### config.mk
export PLATFORM = sky130hd
export DESIGN_NAME = irq_encoder_8_3_flat
export DESIGN_NICKNAME = d
export VERILOG_FILES = /design/src/rtl/irq_encoder_8_3_if.sv /design/src/rtl/irq_encoder_8_3.sv /design/src/flat_wrapper.sv
export SDC_FILE = /design/constraint.sdc
export NUM_CORES = 1
export LEC_CHECK = 0
export ABC_CLOCK_PERIOD_IN_PS = 1700
export BUFFER_PORTS_ARGS = -buffer_cell sky130_fd_sc_hd__buf_2
export CAP_MARGIN = 20
export CORE_MARGIN = 2
export CORE_UTILIZATION = 40
export DETAILED_ROUTE_END_ITERATION = 7
export MAX_ROUTING_LAYER = met4
export PLACE_DENSITY = 0.7
export SYNTH_ARGS = -nofsm -noshare
export SYNTH_HDL_FRONTEND = slang
export SYNTH_SLANG_ARGS = --single-unit
### constraint.sdc
create_clock -name clk -period 1.7 [get_ports clk]
set_input_delay 0.34 -clock clk [delete_from_list [all_inputs] [get_ports clk]]
set_output_delay 0.34 -clock clk [all_outputs]
set_load 0.02 [all_outputs]
### src/rtl/irq_encoder_8_3_if.sv
// Request/grant bus between a request source plus its consumer and the 8-to-3 IRQ encoder.
// The master side drives requests, the mask and the ack; the slave side returns the grant.
interface irq_encoder_8_3_if;
    logic [7:0] req;
    logic [7:0] mask;
    logic       ack;
    logic [2:0] code;
    logic       valid;
    logic [7:0] pending;
    logic       overrun;

    modport master (
        output req, mask, ack,
        input  code, valid, pending, overrun
    );

    modport slave (
        input  req, mask, ack,
        output code, valid, pending, overrun
    );
endinterface

### src/rtl/irq_encoder_8_3.sv
// Registered 8-to-3 priority encoder: latches request rising edges into a pending register,
// grants the highest-priority unmasked one and holds the grant until it is acknowledged.
module irq_encoder_8_3 #(
    parameter bit HIGH_FIRST = 1'b1
) (
    input  logic             clk,
    input  logic             rst_n,
    irq_encoder_8_3_if.slave bus
);

    typedef enum logic {
        IDLE  = 1'b0,
        GRANT = 1'b1
    } state_t;

    state_t     state_q, state_d;
    logic [2:0] code_q, code_d;
    logic [7:0] req_q;
    logic [7:0] pending_q;
    logic       overrun_q;

    logic [7:0] rise;
    logic [7:0] clr;
    logic [7:0] elig;
    logic [2:0] sel;
    logic       valid;

    assign valid = (state_q == GRANT);
    assign rise  = bus.req & ~req_q;
    assign clr   = (valid && bus.ack) ? (8'b1 << code_q) : 8'h00;
    assign elig  = pending_q & bus.mask;

    // Later loop iterations overwrite earlier ones, so the scan order sets the priority.
    always_comb begin
        sel = 3'd0;
        if (HIGH_FIRST) begin
            for (int i = 0; i < 8; i++) begin
                if (elig[i]) sel = 3'(i);
            end
        end else begin
            for (int i = 7; i >= 0; i--) begin
                if (elig[i]) sel = 3'(i);
            end
        end
    end

    // NOTE: every output of a combinational block gets a default first, otherwise
    // any path that skips an assignment infers a latch.
    always_comb begin
        state_d = state_q;
        code_d  = code_q;
        unique case (state_q)
            IDLE: begin
                if (elig != 8'h00) begin
                    code_d  = sel;
                    state_d = GRANT;
                end
            end
            GRANT: begin
                if (bus.ack) state_d = IDLE;
            end
            default: state_d = IDLE;
        endcase
    end

    // NOTE: sequential state uses non-blocking assignments so every register samples
    // the pre-edge values regardless of statement order.
    always_ff @(posedge clk or negedge rst_n) begin
        if (!rst_n) begin
            state_q   <= IDLE;
            code_q    <= 3'd0;
            req_q     <= 8'h00;
            pending_q <= 8'h00;
            overrun_q <= 1'b0;
        end else begin
            state_q   <= state_d;
            code_q    <= code_d;
            req_q     <= bus.req;
            // A rise on the bit being cleared wins, so the request is not lost.
            pending_q <= (pending_q & ~clr) | rise;
            overrun_q <= |(rise & pending_q & ~clr);
        end
    end

    assign bus.code    = code_q;
    assign bus.valid   = valid;
    assign bus.pending = pending_q;
    assign bus.overrun = overrun_q;

endmodule

### src/flat_wrapper.sv
// flat-port wrapper written by rule: the top's interface ports become plain ports
module irq_encoder_8_3_flat 
#(
    parameter bit HIGH_FIRST = 1'b1
)
  (clk, rst_n, bus_req, bus_mask, bus_ack, bus_code, bus_valid, bus_pending, bus_overrun);
  irq_encoder_8_3_if bus_i ();
  input  logic clk;
  input  logic rst_n;
  input wire logic [$bits(bus_i.req)-1:0] bus_req;
  input wire logic [$bits(bus_i.mask)-1:0] bus_mask;
  input wire logic [$bits(bus_i.ack)-1:0] bus_ack;
  output wire logic [$bits(bus_i.code)-1:0] bus_code;
  output wire logic [$bits(bus_i.valid)-1:0] bus_valid;
  output wire logic [$bits(bus_i.pending)-1:0] bus_pending;
  output wire logic [$bits(bus_i.overrun)-1:0] bus_overrun;
  assign bus_i.req = bus_req;
  assign bus_i.mask = bus_mask;
  assign bus_i.ack = bus_ack;
  assign bus_code = bus_i.code;
  assign bus_valid = bus_i.valid;
  assign bus_pending = bus_i.pending;
  assign bus_overrun = bus_i.overrun;
  irq_encoder_8_3 #(.HIGH_FIRST(HIGH_FIRST)) u_core (.clk(clk), .rst_n(rst_n), .bus(bus_i));
endmodule
# After elaboration in Yosys (flattened, before gate mapping)
# Cells that the tools add are included.
# totals
reg_bits	21
input_bits	19
output_inout_bits	13
word_cells	30
# op_classes
reduce_logical	4
shift	1
n_mux	11
bitwise_logic	9
# op_table
cell	n
$and A8 B8 Y8	5
$mux W3	6
$not A8 Y8	2
$mux W8	1
$or A8 B8 Y8	1
$reduce_bool A8 Y1	1
$reduce_or A8 Y1	1
$shl A1 B3 Y8 const A	1
$mux W1	3
$pmux W1 S2	1
$reduce_and A2 Y1	1
$logic_and A1 B1 Y1	1
$not A1 Y1	1

# Logic depth before layout (Yosys ltp)
# Gate-level depths: netlist (run 1).
# depth
ltp_word	8
ltp_mapped	5
ltp_nobuf	5

# Worst setup path before layout (run 1)
# OpenSTA, ideal clock, no wires.
# synth_path
path_type	register -> register
startpoint	reg u_core.state_q, in the netlist u_core.bus.valid
endpoint	reg u_core.overrun_q, in the netlist u_core.bus.overrun
path_buffers	0
arrival_time_ps	1525
setup_ps	138
synth_period_minus_slack_ps	1664
path_slack_ps	36
stages_incl_launch_ff	6
required_time_ps	1562
cell_sequence	dfrtp_1 > nand2_2 > o31ai_1 > o22a_1 > o221ai_1 > or4_1
# synth_via
elab_chain_len	5
# synth_rtl
element	line	text
from (decl)	irq_encoder_8_3.sv:16	state_t state_q, state_d;
from (signal assigned)	irq_encoder_8_3.sv:76	state_q <= state_d;
$logic_and A1 B1 Y1	irq_encoder_8_3.sv:30	assign clr = (valid && bus.ack) ? (8'b1 << code_q) : 8'h00;
$mux W8	irq_encoder_8_3.sv:30	
$not A8 Y8	irq_encoder_8_3.sv:81	overrun_q <= |(rise & pending_q & ~clr);
$and A8 B8 Y8	irq_encoder_8_3.sv:81	
$reduce_or A8 Y1	irq_encoder_8_3.sv:81	
to (signal assigned)	irq_encoder_8_3.sv:81	
to (decl)	irq_encoder_8_3.sv:20	logic overrun_q;
# No other way between the ends.
# A chain may end at the register's enable or synchronous reset.

# Final worst setup path (run 1)
# layout_path
startpoint	reg u_core.code_q[1], in the netlist u_core.bus.code[1]
endpoint	reg u_core.overrun_q, in the netlist u_core.bus.overrun
# layout_via
elab_chain_len	5
# layout_rtl
element	line	text
from (decl)	irq_encoder_8_3.sv:17	logic [2:0] code_q, code_d;
from (signal assigned)	irq_encoder_8_3.sv:77	code_q <= code_d;
$shl A1 B3 Y8	irq_encoder_8_3.sv:30	
$mux W8	irq_encoder_8_3.sv:30	
$not A8 Y8	irq_encoder_8_3.sv:81	
$and A8 B8 Y8	irq_encoder_8_3.sv:81	
$reduce_or A8 Y1	irq_encoder_8_3.sv:81	
# No other way between the ends.

==> results of run 1 <==
## worst reg2reg max path, stage by stage (launching register included)
cell and delay [ns]:
dfrtp_1 0.46, nand2b_1 0.19, o31ai_1 0.32, nor3_1 0.07
or4_1 0.51
## flip-flops by register name, summed over array words and instances, names as in the netlist
signal	count
u_core.bus.code	3
u_core.bus.overrun	1
u_core.bus.pending	8
u_core.bus.valid	1
u_core.req_q	8
## layout by cell type, fill, tap and decap left out, types with 2 or more instances in the layout
cell,Yosys,final
mux2_2,2,2
nand3_1,4,4
o31ai_2,0,2
nand2_1,17,17
buf_4,0,3
buf_2,0,31
dfrtp_1,21,19
clkbuf_4,0,3
nand2b_1,9,9
o31ai_1,4,2
inv_1,2,2
dfrtp_2,0,2
o21ai_0,6,5
nor2_1,2,2
## final cells by class
class / count / area (sq um)
clock inverters: 1 / 5.00
fillers: 183 / 865
repair buffers: 35 / 188
well taps: 27 / 33.8
inverters: 2 / 7.51
multi-input cells: 56 / 333
flip-flops and latches: 21 / 528
clock buffers: 3 / 22.5
## logic make-up (layout without fill, tap and decap cells)
group                  after synthesis  after routing  synth area share
flip-flops                          21             21             0.614
AND/OR/NAND/NOR                     35             35             0.194
AO/OA/AOI/OAI                       19             19             0.156
buffers and inverters                2             41           0.00878
multiplexers                         2              2            0.0263
## per-layer routing
layer,global-route usage,vias up
met3,0.0268,2
met5,-,-
met2,0.246,20
met4,0.0741,0
li1,-,364
met1,0.207,351
## power groups by stage
stage / logic [uW] / clock network [uW] / registers [uW]
2_1_floorplan: 258 / 0 / 867
3_3_place_gp: 616 / 0 / 754
3_5_place_dp: 615 / 0 / 761
4_1_cts: 628 / 237 / 751
5_1_grt: 740 / 256 / 779
6_report: 673 / 228 / 756
## worst paths after layout
path	start	end	slack [ns]	cells past startpoint
hold reg to reg	u_core.req_q[4]	u_core.bus.pending[4]	0.48	1
max in group asynchronous	rst_n	u_core.bus.code[2]	0.85	2
hold / removal	bus_req[0]	u_core.req_q[0]	0.16	1
min in group asynchronous	rst_n	u_core.req_q[4]	0.51	2
setup reg to reg	u_core.bus.code[1]	u_core.bus.overrun	0.04	4
setup / recovery	u_core.bus.code[1]	u_core.bus.overrun	0.04	4
## per-stage QoR
| stage | instance area, sq um | hold slack, ns |
|---|---|---|
| 2_1_floorplan | 856 | 0.0444 |
| 3_3_place_gp | 1050 | 0.309 |
| 3_5_place_dp | 1050 | 0.312 |
| 4_1_cts | 1090 | 0.145 |
| 5_1_grt | 1120 | 0.138 |
| 6_report | 1120 | 0.156 |
## timing repair
item                                   4_1_cts  5_1_grt
hold buffers                                 1        0
setup endpoints to repair                    1        1
endpoints found under the hold margin       21        0
resized for setup                            1        4
setup buffers                                0        2
==> out/qor.csv, run 1 <==
metric,value,unit
outcome,completed,
Synth Flop Type,dfrtp_1,
period utilisation layout,0.977,
crit path cell chain,nand2b_1 > o31ai_1 > nor3_1 > or4_1,
M1 WL,847,um
Tot Pwr,1660,uW
CTS tree,done,
top area cells in the synthesized netlist,"dfrtp_1 (61%), nand2_1 (7.5%), nand2b_1 (6.6%)",
Via density,5.08,
register share of total power,0.456,
fin cells,145,
Area Overhead vs Synth,30.6,%
clk sink count,21,
hpwl dp,1440,um
Ys Warns,0,
Synthesized Nets,98,
"Hold Violations, Final",0,
CP top delay family,simple AND/OR/NAND/NOR gates,
setup TNS,0,ns
Synth cell types,21,
final setup vio count,0,
Max Freq,602,MHz
n_diodes,0,
Synth area leader,dfrtp_1,
Die Span Y,50.3,um
Switching Fraction,0.403,
1st-iter DRT viols,11,
Setup Crit Path Kind,reg2reg,
"CTS clk-pin slew, worst paths",0.11,ns
first-pass detailed-route iteration total,4,
CP max-delay cell,or4_1,
crit path launch type,register,
critical path required time,1.88,ns
synth cell count leaders,"dfrtp_1 (21), nand2_1 (17), nand2b_1 (9)",
Tightest Hold Check Type,in2reg,
"Max FO, Critical Path",7,
Comb pwr share,0.406,
drt total wl,1850,um
Post-route DRC,0,
"count leader, synth",dfrtp_1,
Placed Instances,138,
Final Core Density,0.564,
Worst Tran Pin Value,0.448,ns
Core Rows,16,
clk_lat worst skew,0.29,ns
Leakage,0.000499,uW
first-pass GRT wire length,3010,um
# IOs,32,
routed wl met2,897,um
grt ovf,0,
power density over the cells,1480,nW/um^2
Buf/Inv on CP,0,
initial core utilization,0.432,
Root Buffer,clkbuf_4,
WL per Instance,12.7,um
initial antenna violation count,0,
NetSw,667,uW
Setup Skew,0.00550,ns
Post-Synthesis Cells,79,
"Slew Viols, Final",0,
clock power share,0.137,
max cap viols,0,
Vias,737,
final worst path period need,1.66,ns
Highest Signal Layer,met4,
share of the synthesized area in the top cell type,0.614,
Yosys reg bits,21,
CTS H-tree depth,1,
register area share after synthesis,0.614,
Routed Antenna Nets,0,
DIE AREA,2530,sq um
Synth Area per Inst,10.8,sq um
pre-CTS WS,-0.0282,ns
post-route worst setup slack,0.0391,ns
slew margin rel.,0.701,
Post-synth EDFFs,0,
asr flop ratio synth,1.00,
RePlAce Congestion,0.851,
CP max stage delay,0.51,ns
Mapped Area,856,sq um
layout cells sized above 1,0.398,
Layout Nets,138,
Worst IR Drop VDD,0.722,mV
cell-internal power,990,uW
vias in the first global route,707,
Die Span X,50.3,um
Core ar.,1980,sq um
CP endpoint kind,register,
Max Root-Sink Buffers,2,
met3 routed WL,85,um
largest net degree at the start of global routing,22,
CP arrival,1.84,ns
PortBufs,31,
GRT Total Usage,0.160,
cts bufs inserted,3,
Note: power is estimated with default switching activity, not from simulation.
==> run 2: changes to the inputs <==
--- a/config.mk
+++ b/config.mk
@@ -15,2 +15,3 @@
 export PLACE_DENSITY = 0.7
+export REMOVE_ABC_BUFFERS = 1
 export SYNTH_ARGS = -nofsm -noshare
==> constraint.sdc (replaced) <==
create_clock -name clk -period 1.7 [get_ports clk]
set_input_delay 0.51 -clock clk [delete_from_list [all_inputs] [get_ports clk]]
set_output_delay 0.51 -clock clk [all_outputs]
set_load 0.02 [all_outputs]
==> run 2 against run 1 <==
Against the previous run:
- worst hold slack got worse by 0.019 ns
- critical path depth increased by 1
- total power increased by 8.7%
- sequential share of layout area down 2.4 points
- clock power rose by 3%
- flip-flop and latch count is the same
- clock-buffer cell count rose by 1
- core utilization is 3.1 points higher
- fmax is 1.0% higher
- register-to-register slack better by 0.02 ns
- critical endpoint unchanged
==> out/qor.csv, run 2 (synthesis results as in run 1) <==
metric,value,unit,change
Worst IR Drop VDD,0.845,mV,+17%
power density over the cells,1530,nW/um^2,+3.0%
Core ar.,1980,sq um,unchanged
CP arrival,1.83,ns,about the same
final setup vio count,0,,unchanged
final instance area,1180,sq um,+5.5%
Post-route DRC,0,,unchanged
Switching Fraction,0.399,,-0.00343
Leakage,0.000533,uW,+6.8%
final worst path period need,1.64,ns,-0.0164 ns
grt ovf,0,,unchanged
Max Root-Sink Buffers,2,,unchanged
CP top delay family,simple AND/OR/NAND/NOR gates,,
CTS Hold Buffers Added,0,,-1
# IOs,32,,unchanged
"CTS clk-pin slew, worst paths",0.11,ns,about the same
WL per Instance,13.0,um,+2.4%
Layout Nets,141,,+2.2%
first-pass detailed-route iteration total,4,,unchanged
Die Span Y,50.3,um,unchanged
"Max FO, Critical Path",7,,unchanged
drt total wl,1930,um,+4.6%
Max Freq,608,MHz,+1.0%
clk_lat worst skew,0.30,ns,about the same
Routed Antenna Nets,0,,unchanged
# fillers,169,,-7.7%
Setup Skew,0.00272,ns,-0.00279 ns
Core Rows,16,,unchanged
hold_ws,0.137,ns,-0.0189 ns
Buf/Inv on CP,0,,unchanged
period utilisation layout,0.967,,-0.00965
post-route worst setup slack,0.0555,ns,+0.0164 ns
Tightest Hold Check Type,in2async,,
CP endpoint kind,register,,
cell-internal power,1080,uW,+9.3%
max cap viols,0,,unchanged
CP max-delay cell,dfrtp_2,,
Via density,5.12,,+0.76%
slew margin rel.,0.697,,-0.00413
clock power share,0.130,,-0.007
Comb pwr share,0.437,,+0.031
"Slew Viols, Final",0,,unchanged
CTS H-tree depth,1,,unchanged
1st-iter DRT viols,7,,-4
first-pass GRT wire length,3210,um,+6.6%
layout cells sized above 1,0.446,,+0.0480
"Hold Violations, Final",0,,unchanged
clk sink count,21,,unchanged
critical path required time,1.89,ns,about the same
NetSw,719,uW,+7.8%
"most common cell after layout, fill and taps aside",buf_2,,
DIE AREA,2530,sq um,unchanged
vias in the first global route,741,,+4.8%
initial core utilization,0.432,,unchanged
initial antenna violation count,0,,unchanged
Area Overhead vs Synth,37.7,%,
Worst Tran Pin Value,0.454,ns,+0.00620 ns
Vias,758,,+2.8%
n_diodes,0,,unchanged
outcome,completed,,
Post-DP Area,1080,sq um,+2.9%
register share of total power,0.433,,-0.023
cts bufs inserted,3,,unchanged
CTS tree,done,,
Setup Crit Path Kind,reg2reg,,
Die Span X,50.3,um,unchanged
crit path cell chain,nand2b_4 > o31ai_4 > o22a_1 > o221ai_1 > or4_1,,
pre-CTS WS,-0.128,ns,-0.100 ns
crit path launch type,register,,
RePlAce Congestion,0.869,,+2.2%
largest net degree at the start of global routing,22,,unchanged
Root Buffer,clkbuf_4,,
CP max stage delay,0.47,ns,-0.04 ns
GRT Total Usage,0.171,,+0.0113
PortBufs,31,,unchanged
most frequent cells in the layout,"buf_2 (31), dfrtp_1 (18), nand2_1 (17), nand2b_1 (8), buf_4 (6)",,
run 2: final timing paths:
kind / from / end / slack (ns) / cells past startpoint
setup / recovery: u_core.bus.code[2] / u_core.bus.overrun / 0.06 / 5
hold / removal: rst_n / u_core.req_q[7] / 0.14 / 1
max in group asynchronous: rst_n / u_core.bus.code[2] / 1.22 / 1
min in group clk: bus_req[6] / u_core.req_q[6] / 0.32 / 1
hold reg to reg: u_core.req_q[4] / u_core.bus.pending[4] / 0.48 / 1
setup reg to reg: u_core.bus.code[2] / u_core.bus.overrun / 0.06 / 5
run 2: layout make-up:
class                   instances  area, sq um  area share
inverters                       2         7.51     0.00637
clock buffers                   4         26.3      0.0223
flip-flops and latches         21          529       0.449
repair buffers                 38          220       0.187
multi-input cells              56          362       0.307
well taps                      27         33.8      0.0287
run 2: repair_timing:
| item | 4_1_cts | 5_1_grt |
|---|---|---|
| setup buffers | 0 | 2 |
| endpoints found under the hold margin | 0 | 0 |
| resized for setup | 2 | 8 |
| pin swaps | 0 | 1 |
| setup endpoints to repair | 1 | 1 |
run 2: per-layer routing:
metal / up-vias / share of wire / track usage
met2: 23 / 0.49 / 0.274
met3: 5 / 0.051 / 0.0298
met1: 364 / 0.44 / 0.214
met5: - / 0 / -
met4: 0 / 0.017 / 0.0694
li1: 366 / - / -
run 2: power by group through the flow:
stage / sequential (uW) / clock, uW / combinational, uW
CTS: 754 / 241 / 670
global route: 797 / 275 / 856
finish: 780 / 235 / 787
global placement: 751 / 0 / 654
floorplan: 867 / 0 / 258
detailed placement: 754 / 0 / 665
run 2: metrics by stage:
step	utilization	std cells	total power (uW)	setup TNS [ns]
3_3_place_gp	0.546	142	1410	-0.0690
4_1_cts	0.564	146	1660	0
3_5_place_dp	0.546	142	1420	-0.128
5_1_grt	0.595	148	1930	-0.00913
2_1_floorplan	-	79	1130	0
6_report	0.595	148	1800	0
run 2: worst reg2reg max path, stage by stage (launching register included):
cell	delay, ns
dfrtp_2	0.47
nand2b_4	0.17
o31ai_4	0.23
o22a_1	0.17
o221ai_1	0.10
or4_1	0.40
